$ cat config.mk
export PLATFORM = sky130hd
export DESIGN_NAME = os2ip_arbiter
export DESIGN_NICKNAME = d
export VERILOG_FILES = /design/src/rtl/os2ip_arbiter.sv
export SDC_FILE = /design/constraint.sdc
export NUM_CORES = 1
export LEC_CHECK = 0
export ABC_AREA = 0
export BUFFER_PORTS_ARGS = -buffer_cell sky130_fd_sc_hd__buf_2
export CORE_AREA = 2 2 510 512
export CTS_CLUSTER_DIAMETER = 200
export DETAILED_ROUTE_END_ITERATION = 8
export DIE_AREA = 0 0 512 514
export PLACE_DENSITY_LB_ADDON = 0.2
export RECOVER_POWER = 100
export SKIP_LAST_GASP = 1
export SLEW_MARGIN = 20
export SYNTH_ARGS = -nofsm -noshare
export SYNTH_HDL_FRONTEND = slang
export SYNTH_SLANG_ARGS = --single-unit
$ cat constraint.sdc
create_clock -name clk -period 1.6 [get_ports clk]
set_input_delay 0.32 -clock clk [delete_from_list [all_inputs] [get_ports clk]]
set_output_delay 0.32 -clock clk [all_outputs]
set_load 0.05 [all_outputs]
$ cat src/rtl/os2ip_arbiter.sv
// Round-robin arbiter sharing one octet-to-integer converter between two requesters.
// Each job runs CLR -> RUN (N+1 ready cycles) -> WAIT (bounded) -> RESP.
module os2ip_arbiter #(
    parameter int unsigned DATA_BIT_WIDTH = 256,
    parameter int unsigned TIMEOUT_CYCLES = 64
) (
    input  logic                      clk,
    input  logic                      reset,
    input  logic                      req0_valid,
    input  logic [DATA_BIT_WIDTH-1:0] req0_data,
    output logic                      req0_ready,
    input  logic                      req1_valid,
    input  logic [DATA_BIT_WIDTH-1:0] req1_data,
    output logic                      req1_ready,
    output logic                      resp_valid,
    input  logic                      resp_ready,
    output logic                      resp_id,
    output logic [DATA_BIT_WIDTH-1:0] resp_data,
    output logic                      resp_err,
    output logic                      conv_reset,
    output logic                      conv_ready,
    output logic [DATA_BIT_WIDTH-1:0] conv_X,
    input  logic [DATA_BIT_WIDTH-1:0] conv_x,
    input  logic                      conv_valid,
    output logic                      busy,
    output logic                      timeout_err
);

    localparam int unsigned N       = DATA_BIT_WIDTH / 8;
    localparam int unsigned CNT_MAX = (N > TIMEOUT_CYCLES) ? N : TIMEOUT_CYCLES;
    localparam int unsigned CNT_W   = $clog2(CNT_MAX + 1);
    localparam logic [CNT_W-1:0] RUN_LAST  = CNT_W'(N);
    localparam logic [CNT_W-1:0] WAIT_LAST = CNT_W'(TIMEOUT_CYCLES - 1);

    typedef enum logic [2:0] {
        IDLE,
        CLR,
        RUN,
        WAIT,
        RESP
    } state_t;

    state_t                      state_q, state_d;
    logic [CNT_W-1:0]            cnt_q, cnt_d;
    logic                        last_grant_q, last_grant_d;
    logic [DATA_BIT_WIDTH-1:0]   conv_X_q, conv_X_d;
    logic                        resp_id_q, resp_id_d;
    logic [DATA_BIT_WIDTH-1:0]   resp_data_q, resp_data_d;
    logic                        resp_err_q, resp_err_d;
    logic                        timeout_err_q, timeout_err_d;

    logic grant0, grant1;
    logic hs0, hs1;

    // last_grant_q == 1 means requester 1 was served last, so requester 0 wins a tie.
    assign grant0 = req0_valid & (~req1_valid | last_grant_q);
    assign grant1 = req1_valid & (~req0_valid | ~last_grant_q);

    assign req0_ready = ~reset & (state_q == IDLE) & grant0;
    assign req1_ready = ~reset & (state_q == IDLE) & grant1;
    assign hs0        = req0_valid & req0_ready;
    assign hs1        = req1_valid & req1_ready;

    assign conv_reset  = reset | (state_q == CLR);
    assign conv_ready  = ~reset & (state_q == RUN);
    assign conv_X      = conv_X_q;
    assign resp_valid  = ~reset & (state_q == RESP);
    assign resp_id     = resp_id_q;
    assign resp_data   = resp_data_q;
    assign resp_err    = resp_err_q;
    assign busy        = (state_q != IDLE);
    assign timeout_err = timeout_err_q;

    always_ff @(posedge clk) begin
        if (reset) begin
            state_q       <= IDLE;
            cnt_q         <= '0;
            last_grant_q  <= 1'b1;
            conv_X_q      <= '0;
            resp_id_q     <= 1'b0;
            resp_data_q   <= '0;
            resp_err_q    <= 1'b0;
            timeout_err_q <= 1'b0;
        end else begin
            state_q       <= state_d;
            cnt_q         <= cnt_d;
            last_grant_q  <= last_grant_d;
            conv_X_q      <= conv_X_d;
            resp_id_q     <= resp_id_d;
            resp_data_q   <= resp_data_d;
            resp_err_q    <= resp_err_d;
            timeout_err_q <= timeout_err_d;
        end
    end

    always_comb begin
        state_d       = state_q;
        cnt_d         = cnt_q;
        last_grant_d  = last_grant_q;
        conv_X_d      = conv_X_q;
        resp_id_d     = resp_id_q;
        resp_data_d   = resp_data_q;
        resp_err_d    = resp_err_q;
        timeout_err_d = timeout_err_q;

        unique case (state_q)
            IDLE: begin
                if (hs0 || hs1) begin
                    conv_X_d     = hs1 ? req1_data : req0_data;
                    resp_id_d    = hs1;
                    last_grant_d = hs1;
                    cnt_d        = '0;
                    state_d      = CLR;
                end
            end
            CLR: begin
                cnt_d   = '0;
                state_d = RUN;
            end
            RUN: begin
                if (cnt_q == RUN_LAST) begin
                    cnt_d   = '0;
                    state_d = WAIT;
                end else begin
                    cnt_d = cnt_q + CNT_W'(1);
                end
            end
            WAIT: begin
                if (conv_valid) begin
                    resp_data_d = conv_x;
                    resp_err_d  = 1'b0;
                    state_d     = RESP;
                end else if (cnt_q == WAIT_LAST) begin
                    resp_data_d   = '0;
                    resp_err_d    = 1'b1;
                    timeout_err_d = 1'b1;
                    state_d       = RESP;
                end else begin
                    cnt_d = cnt_q + CNT_W'(1);
                end
            end
            RESP: begin
                if (resp_ready) begin
                    state_d = IDLE;
                end
            end
            default: state_d = IDLE;
        endcase
    end

endmodule

# Yosys cells after proc, flatten, opt, wreduce, memory -nomap -nowiden
# Index checks and enable logic that the tools add are counted.
# op_classes
addsub	1
n_eq_ne	12
mux	16
bitwise_logic	17
n_reduce_logical	10
# ops
op	n
two-way mux 256 bit	3
two-way mux 7 bit	4
case mux 7 bit (4 select lines)	1
two-way mux 3 bit	5
case mux 3 bit (5 select lines)	1
equality test 7 x 6 -> 1 bit, second input constant	2
bitwise AND 1 bit	9
AND reduction 4 bit	2
adder 7 x 1 -> 7 bit, second input constant	1
equality test 3 x 2 -> 1 bit, second input constant	2
!= test 2 bit, second input constant	3
NOT 1 bit	5
!= test 2 x 1 -> 1 bit, second input constant	2
AND reduction 2 bit	2
nonzero test 4 bit	1
equality test 3 x 1 -> 1 bit, second input constant	1
equality test 3 bit, second input constant	1
logical NOT 3 bit	1
!= test 3 bit, second input constant	1
OR 1 bit	3
AND reduction 3 bit	1
nonzero test 3 bit	1
two-way mux 1 bit	2
nonzero test 2 bit	1
logical OR 1 bit	1
# totals
reg_bits	526
out_inout_bits	521
elab_cells	64

# Logic depth before layout (Yosys ltp)
# Gate-level depths: netlist of the first run.
# depth
word_depth	8
ltp_mapped	8
ltp_nobuf	6

# Worst setup path before layout of the first run
# OpenSTA, ideal clock, no wires.
# synth_path
kind	flip-flop to flip-flop
start	register state_q[1]
end	register cnt_q[3]
setup_ns	0.075
arrival_time_ns	2.859
path_slack_ns	-1.334
stages_incl_launch_ff	6
period_less_slack_ns	2.934
cell_sequence	dfxtp_1 > buf_2 > nor4b_1 > a21boi_1 > o21ai_0 > o22ai_1
# synth_between
elab_chain_len	7
# synth_rtl
element	line_no	source
start: declaration	43	state_t state_q, state_d;
start signal: assignment	85	state_q <= state_d;
logical NOT 3 bit	59, 60, 106	
bitwise AND 1 bit	59, 60	
bitwise AND 1 bit, on equally long branches	59, 60	
bitwise AND 1 bit, on equally long branches	61, 62	
logical OR 1 bit	108	if (hs0 || hs1) begin
!= test 2 x 1 -> 1 bit (no line)	n/a	
AND reduction 4 bit (no line)	n/a	
end signal: assignment	86	cnt_q <= cnt_d;
end: declaration	44	logic [CNT_W-1:0] cnt_q, cnt_d;
# Several ways; a longest one is shown, not always the timed one.
# A chain may end at the register's enable or synchronous reset.

# Worst setup path in the final report of the first run
# layout_path
start	register state_q[2]
end	output req1_ready
# layout_between
elab_chain_len	3
# layout_rtl
element	line_no	source
logical NOT 3 bit	60	assign req1_ready = ~reset & (state_q == IDLE) & grant1;
bitwise AND 1 bit (2 in series)	60	
end: declaration	14	output logic req1_ready,
# Every way passes these cells.

==> results of run 1 <==
## state kept, by name, indices dropped and copies added, names as in the netlist
signal        cells
timeout_err       1
resp_err          1
last_grant_q      1
conv_X          256
state_q           3
cnt_q             7
resp_data       256
resp_id           1
## stage by stage
stage               setup slack (ns)  instances  hold slack [ns]  TNS (ns)  cell area, µm²
floorplan                    -0.0991       2665            0.460    -0.489           22200
global placement              -0.521       7297            0.454   -169.98           33600
detailed placement            -0.560       7297            0.462   -176.34           33600
CTS                           -0.782       8228          -0.0635   -323.01           45100
global route                  -0.793       8313           0.0120   -339.48           46800
finish                        -0.648       8321           0.0746   -220.60           46800
## routing by layer
metal	routed length (µm)	global-route usage, %	vias to the layer above
met2	84100	21.1	1125
met4	4670	3.79	12
li1	-	-	13655
met1	67100	13.1	13543
met5	68	0	-
met3	11300	3.26	188
## cells in the final DEF, fill, tap and decap left out, types with 68 or more instances in the layout
cell type / Yosys / layout
a311oi_2: 161 / 170
dlygate4sd3_1: 0 / 760
o21ai_0: 261 / 244
buf_2: 56 / 1285
a311oi_1: 95 / 86
nand2_1: 773 / 727
buf_4: 53 / 152
clkbuf_16: 0 / 98
a21oi_1: 262 / 235
buf_12: 0 / 68
nor2_1: 263 / 261
dfxtp_1: 526 / 523
## power groups by stage
stage | Combinational [mW] | Sequential (mW) | Clock [mW]
2_1_floorplan | 2.61 | 16.7 | 0
3_3_place_gp | 8.16 | 14.5 | 0
3_5_place_dp | 8.16 | 14.5 | 0
4_1_cts | 10.1 | 14.3 | 18.9
5_1_grt | 11.4 | 14.3 | 19.2
6_report | 10.8 | 14.3 | 18.0
## synthesized netlist by cell type, drive strengths merged, types with 5 or more instances
master / number / share of area [%]
clkbuf: 138 / 2.3
nand2: 773 / 13
buf: 121 / 3.6
o21ai: 261 / 5.9
nor2: 264 / 4.5
dfxtp: 526 / 48
and3: 5 / 0.14
inv: 8 / 0.14
a311oi: 256 / 15
a21oi: 262 / 5.9
## how the worst max path moves through the flow
stage	startpoint	end	slack (ns)
after floorplan	state_q[2]	cnt_q[6]	-0.1
after CTS	state_q[2]	req1_ready	-0.78
after global placement	reset	conv_X[55]	-0.52
after detailed placement	reset	conv_X[55]	-0.56
after global routing	state_q[2]	req1_ready	-0.79
final	state_q[2]	req1_ready	-0.65
## kinds of logic (layout without fill, tap and decap cells)
group,Yosys count,after routing,share of synthesized area [%]
AND/OR/NAND/NOR,1065,1065,18.6
buffers and inverters,268,2507,6.15
other,0,15,0
adder cells (fa/ha/maj),2,2,0.113
AO/OA/AOI/OAI,804,804,27.5
flip-flops,526,526,47.7
## worst max-delay path: cells and delay by family, from the launching register on
kind	cells	cell delay, ns
buffers and inverters	4	0.47
and+or+nand+nor	2	0.39
DFF	1	0.34
## area by class of cell
class / count / share of cell area [%]
sequential: 526 / 22.5
clock buffer: 108 / 4.63
tap: 3402 / 9.09
antenna: 15 / 0.0802
multi-input combinational: 1871 / 23.0
inverter: 9 / 0.0989
timing repair buffer: 2366 / 39.6
clock inverter: 24 / 0.962
## timing repair
action,in CTS,in global routing
hold endpoints to repair,513,1
hold buffers,759,1
endpoints found under the setup margin,1044,1046
pin swaps,77,21
gates resized for setup,193,107
gates cloned,12,30
setup buffers,31,47
==> flow_metrics.tcl, run 1 <==
set metrics [dict create \
    clkSlewWorstSetupHoldPaths_ns 0.06 \
    overflow 0 \
    antenna_found_initial 42 \
    root_buffer "clkbuf_16" \
    cellInternalPower_mw 28.7 \
    setup_slack_ns -0.648 \
    async_reset_ff_share_pct 0 \
    drive_above_1_share_pct 40.6 \
    ys_warn_count 0 \
    crit_chain "nor4_4 -> buf_4 -> nand3_4 -> inv_12 -> buf_12 -> buf_12" \
    die_h_um 514 \
    grt_pass1_vias 28948 \
    drt_iter0_drc 1447 \
    crit_slowest_cell "dfxtp_2" \
    grt_first_pass_wirelength_um 221000 \
    combPwrFrac_pct 25.0 \
    numCtsBuffers 74 \
    r2r_cells 11 \
    slew_headroom_pct 39.4 \
    r2r_end "conv_X[85]" \
    violations "negative setup slack" \
    synth_area_um2 22100 \
    synth_cell_types 46 \
    ios 1295 \
    cp_slowest_stage_delay_ns 0.34 \
    fin_util_pct 18.1 \
    hp-start "conv_x[168]" \
    hold_viol 0 \
    ir_worst_vdd_mv 0.687 \
    worstHoldEndpoint "resp_data[168]" \
    htreeDepth 3 \
    syn_area_per_cell_um2 8.29 \
    wl_per_cell_um 20.1 \
    fin_nets 5624 \
    start_kind "flop" \
    dp_hpwl_um 125000 \
    synth_edf_count 0 \
    rows 187 \
    port_buffers 1294 \
    fmax_mhz 445 \
    crit_type "flop to output port" \
    seqPwrFrac_pct 33.2 \
    clock_latency_ns 0.71 \
    min_delay_path_depth 3 \
    tightest_slew_ns 0.909 \
    total_power_mw 43.0 \
    die-width_um 512 \
    clock_power_share_pct 41.8 \
    synth-seq-area-share_pct 47.7 \
    r2r-start "state_q[2]" \
    nFillCells 29218 \
    setup_viol 977 \
    worstPathArrival_ns 1.93 \
    syn_inst 2665 \
    min_period_ns 2.25 \
    worstPathRequired_ns 1.28 \
    drcViolationCount 0 \
    cp-end-kind "output port" \
    synth_fp_nets 3441 \
    ctsLongestPathBuffers 3 \
    routed_wl_um 167000 \
    rsz0062_at_grt "yes" \
    drt-pass1-iter-count 7 \
    ys.flop_type "dfxtp_1" \
    grt_usage_pct 11.7 \
    coreArea_um2 258000 \
    critPathMaxFanout 2 \
    cts_tree "done" \
    grt_max_degree 108 \
    switchingPower_mw 14.3 \
    finalWeightedCongestion 0.843 \
    syn_to_final_growth_pct 112 \
    rrSetupSlack_ns -0.61 \
    path_common_cell "buf_12" \
    dieArea_um2 263000 \
    leakage_nw 19.7 \
    status "complete, but fails checks" \
    start_util_pct 8.56 \
    power.density_nw_per_um2 919 \
    period_share_pct 141 \
    finalMaxSlewViolations 0 \
    viasPerCell 3.43 \
    multi_input_area_um2 10800 \
    final-seq-area_um2 10500 \
    antenna_left 0 \
    num_vias 28523 \
    cts_sinks 526 \
    ys_ff_latch 526 \
    swShare_pct 33.3 \
    hold_class "primary input to flop" \
    worst_clock_skew_ns 0.0509 \
    cap_violations 0 \
]
(Power assumes the default switching activity.)
==> inputs of run 2 (changes only) <==
Settings changed: SETUP_SLACK_MARGIN set to 0.1.
==> run 2 against run 1 <==
Effect of this change:
- the flow still finishes with violations (negative setup slack)
- first-iteration DRC count grew 6.2%
- via count is 1.1% higher
- critical path depth is the same
- global-route usage decreased by 0.096 points
- cell count increased by 0.48%
- clock power down 3%
- critical path type unchanged
- maximum frequency increased by 0.79%
- hold slack got worse by 0.0088 ns
- sequential power hardly changed
- clock skew is 0.019 ns lower
- largest power group unchanged
==> flow_metrics.tcl, run 2 (same netlist as run 1, synthesis figures left out) <==
set metrics [dict create \
    cp-endpoint "req1_ready" \
    clkSlewWorstSetupHoldPaths_ns 0.06 \
    start_kind "flop" \
    fmax_mhz 448 \
    antenna_left 0 \
    crit_chain "nor4_4 -> buf_4 -> nand3_4 -> clkinv_8 -> buf_12 -> buf_12" \
    htreeDepth 3 \
    die_h_um 514 \
    grt_usage_pct 11.6 \
    period_share_pct 139 \
    setup_viol 952 \
    clock_latency_ns 0.71 \
    fin_nets 5655 \
    startpoint "state_q[1]" \
    cts_sinks 526 \
    violations "negative setup slack" \
    rrSetupSlack_ns -0.57 \
    port_buffers 1294 \
    status "complete, but fails checks" \
    min_period_ns 2.23 \
    setup_slack_ns -0.631 \
    r2r_end "conv_X[15]" \
    drt-pass1-iter-count 5 \
    routed_wl_um 172000 \
    cap_violations 0 \
    start_util_pct 8.56 \
    worst_clock_skew_ns 0.0316 \
    root_buffer "clkbuf_16" \
    syn_to_final_growth_pct 117 \
    dp_hpwl_um 128000 \
    drt_iter0_drc 1537 \
    cp.buffers_inverters 4 \
    ctsLongestPathBuffers 3 \
    leakage_nw 20.0 \
    critPathMaxFanout 3 \
    cp.depth 6 \
    fin_cells 8361 \
    grt_first_pass_wirelength_um 220000 \
    mostFrequentLayoutCell "buf_2" \
    drive_above_1_share_pct 45.1 \
    path_common_cell "buf_12" \
    rsz0062_at_grt "yes" \
    cp-end-kind "output port" \
    worstPathArrival_ns 1.91 \
    tightest_slew_ns 0.896 \
    final_cell_mix "buf_2 (1,286), dlygate4sd3_1 (766), nand2_1 (567)" \
    grt_pass1_vias 28718 \
    power.density_nw_per_um2 891 \
    viasPerCell 3.45 \
    crit_type "flop to output port" \
    cp_slowest_stage_delay_ns 0.33 \
    ir_worst_vdd_mv 0.719 \
    hold_viol 0 \
    coreArea_um2 258000 \
    nFillCells 29129 \
    wl_per_cell_um 20.6 \
    overflow 0 \
    cp_top_family "buffers and inverters" \
    grt_max_degree 79 \
    worstPathRequired_ns 1.28 \
    drcViolationCount 0 \
    finalMaxSlewViolations 0 \
    finalWeightedCongestion 0.914 \
    placed_cells 7309 \
    pre_cts_ws_ns -0.602 \
    numCtsBuffers 76 \
    slew_headroom_pct 40.3 \
    cts_tree "done" \
    rows 187 \
    hold_class "primary input to flop" \
    dieArea_um2 263000 \
    num_vias 28834 \
    ios 1295 \
    die-width_um 512 \
    r2r_cells 11 \
    r2r-start "state_q[1]" \
    crit_slowest_cell "dfxtp_2" \
    antenna_found_initial 41 \
    hp-start "conv_x[116]" \
]
## run 2: cell types whose count changed in the layout (fill, tap and decap cells not counted), sizes merged, moves of 4 or more
cell,previous run,this run
diode,15,20
bufinv,6,2
dlygate4sd3,760,766
buf,1578,1585
clkinv,14,20
clkbuf,132,154
## run 2: through the flow
stage	power (mW)	utilization [%]	instance area, µm²	setup TNS, ns	hold slack, ns
after global placement	22.8	13.3	34300	-166.01	0.454
after CTS	42.7	17.4	44900	-263.59	0.00312
after global routing	44.5	18.5	47800	-325.58	0.0297
after detailed placement	22.8	13.3	34300	-162.50	0.460
final	42.6	18.5	47900	-205.17	0.0658
after floorplan	19.6	-	23200	-0.489	0.460
## run 2: area by class of cell
class	instances	area [µm²]	share of cell area (%)
antenna	20	50.0	0.105
clock inverter	27	308	0.643
timing repair buffer	2395	19100	39.9
inverter	9	53.8	0.112
clock buffer	111	2190	4.59
tap	3402	4260	8.90
sequential	526	10500	22.0
multi-input combinational	1871	11300	23.7
## run 2: repair_timing
action	in CTS	in global routing
cloned	4	52
gates resized for setup	52	313
buffers inserted	17	57
endpoints found under the setup margin	1047	1047
hold buffers	766	0
endpoints found under the hold margin	510	0
pin swaps	11	114
## run 2: how the worst min path moves through the flow
stage,endpoint,depth (start not counted)
2_1_floorplan,resp_data[0],2
3_3_place_gp,resp_data[104],2
3_5_place_dp,timeout_err,2
4_1_cts,resp_data[248],3
5_1_grt,resp_data[116],4
6_report,resp_data[116],4
## run 2: layer usage
metal	share of wire, %	GRT usage (%)
met5	0.095	0
met3	6.9	3.47
met4	2.5	3.45
met2	48	19.4
met1	43	14.2
## run 2: where the power goes
| part | internal [mW] | leakage (nW) | switching, mW |
|---|---|---|---|
| combinational | 4.48 | 14.5 | 6.57 |
| sequential | 13.8 | 4.29 | 0.422 |
| clock | 9.95 | 1.23 | 7.41 |
## run 2: worst register-to-register path, cell delays in order, from the launching register on
cell       delay, ns
dfxtp_2         0.33
nor4_4          0.30
buf_4           0.17
nand3_4         0.11
clkinv_8        0.09
buf_4           0.13
buf_16          0.16
buf_12          0.15
clkbuf_16       0.19
clkbuf_16       0.18
nand2_2         0.05
a311oi_2        0.23
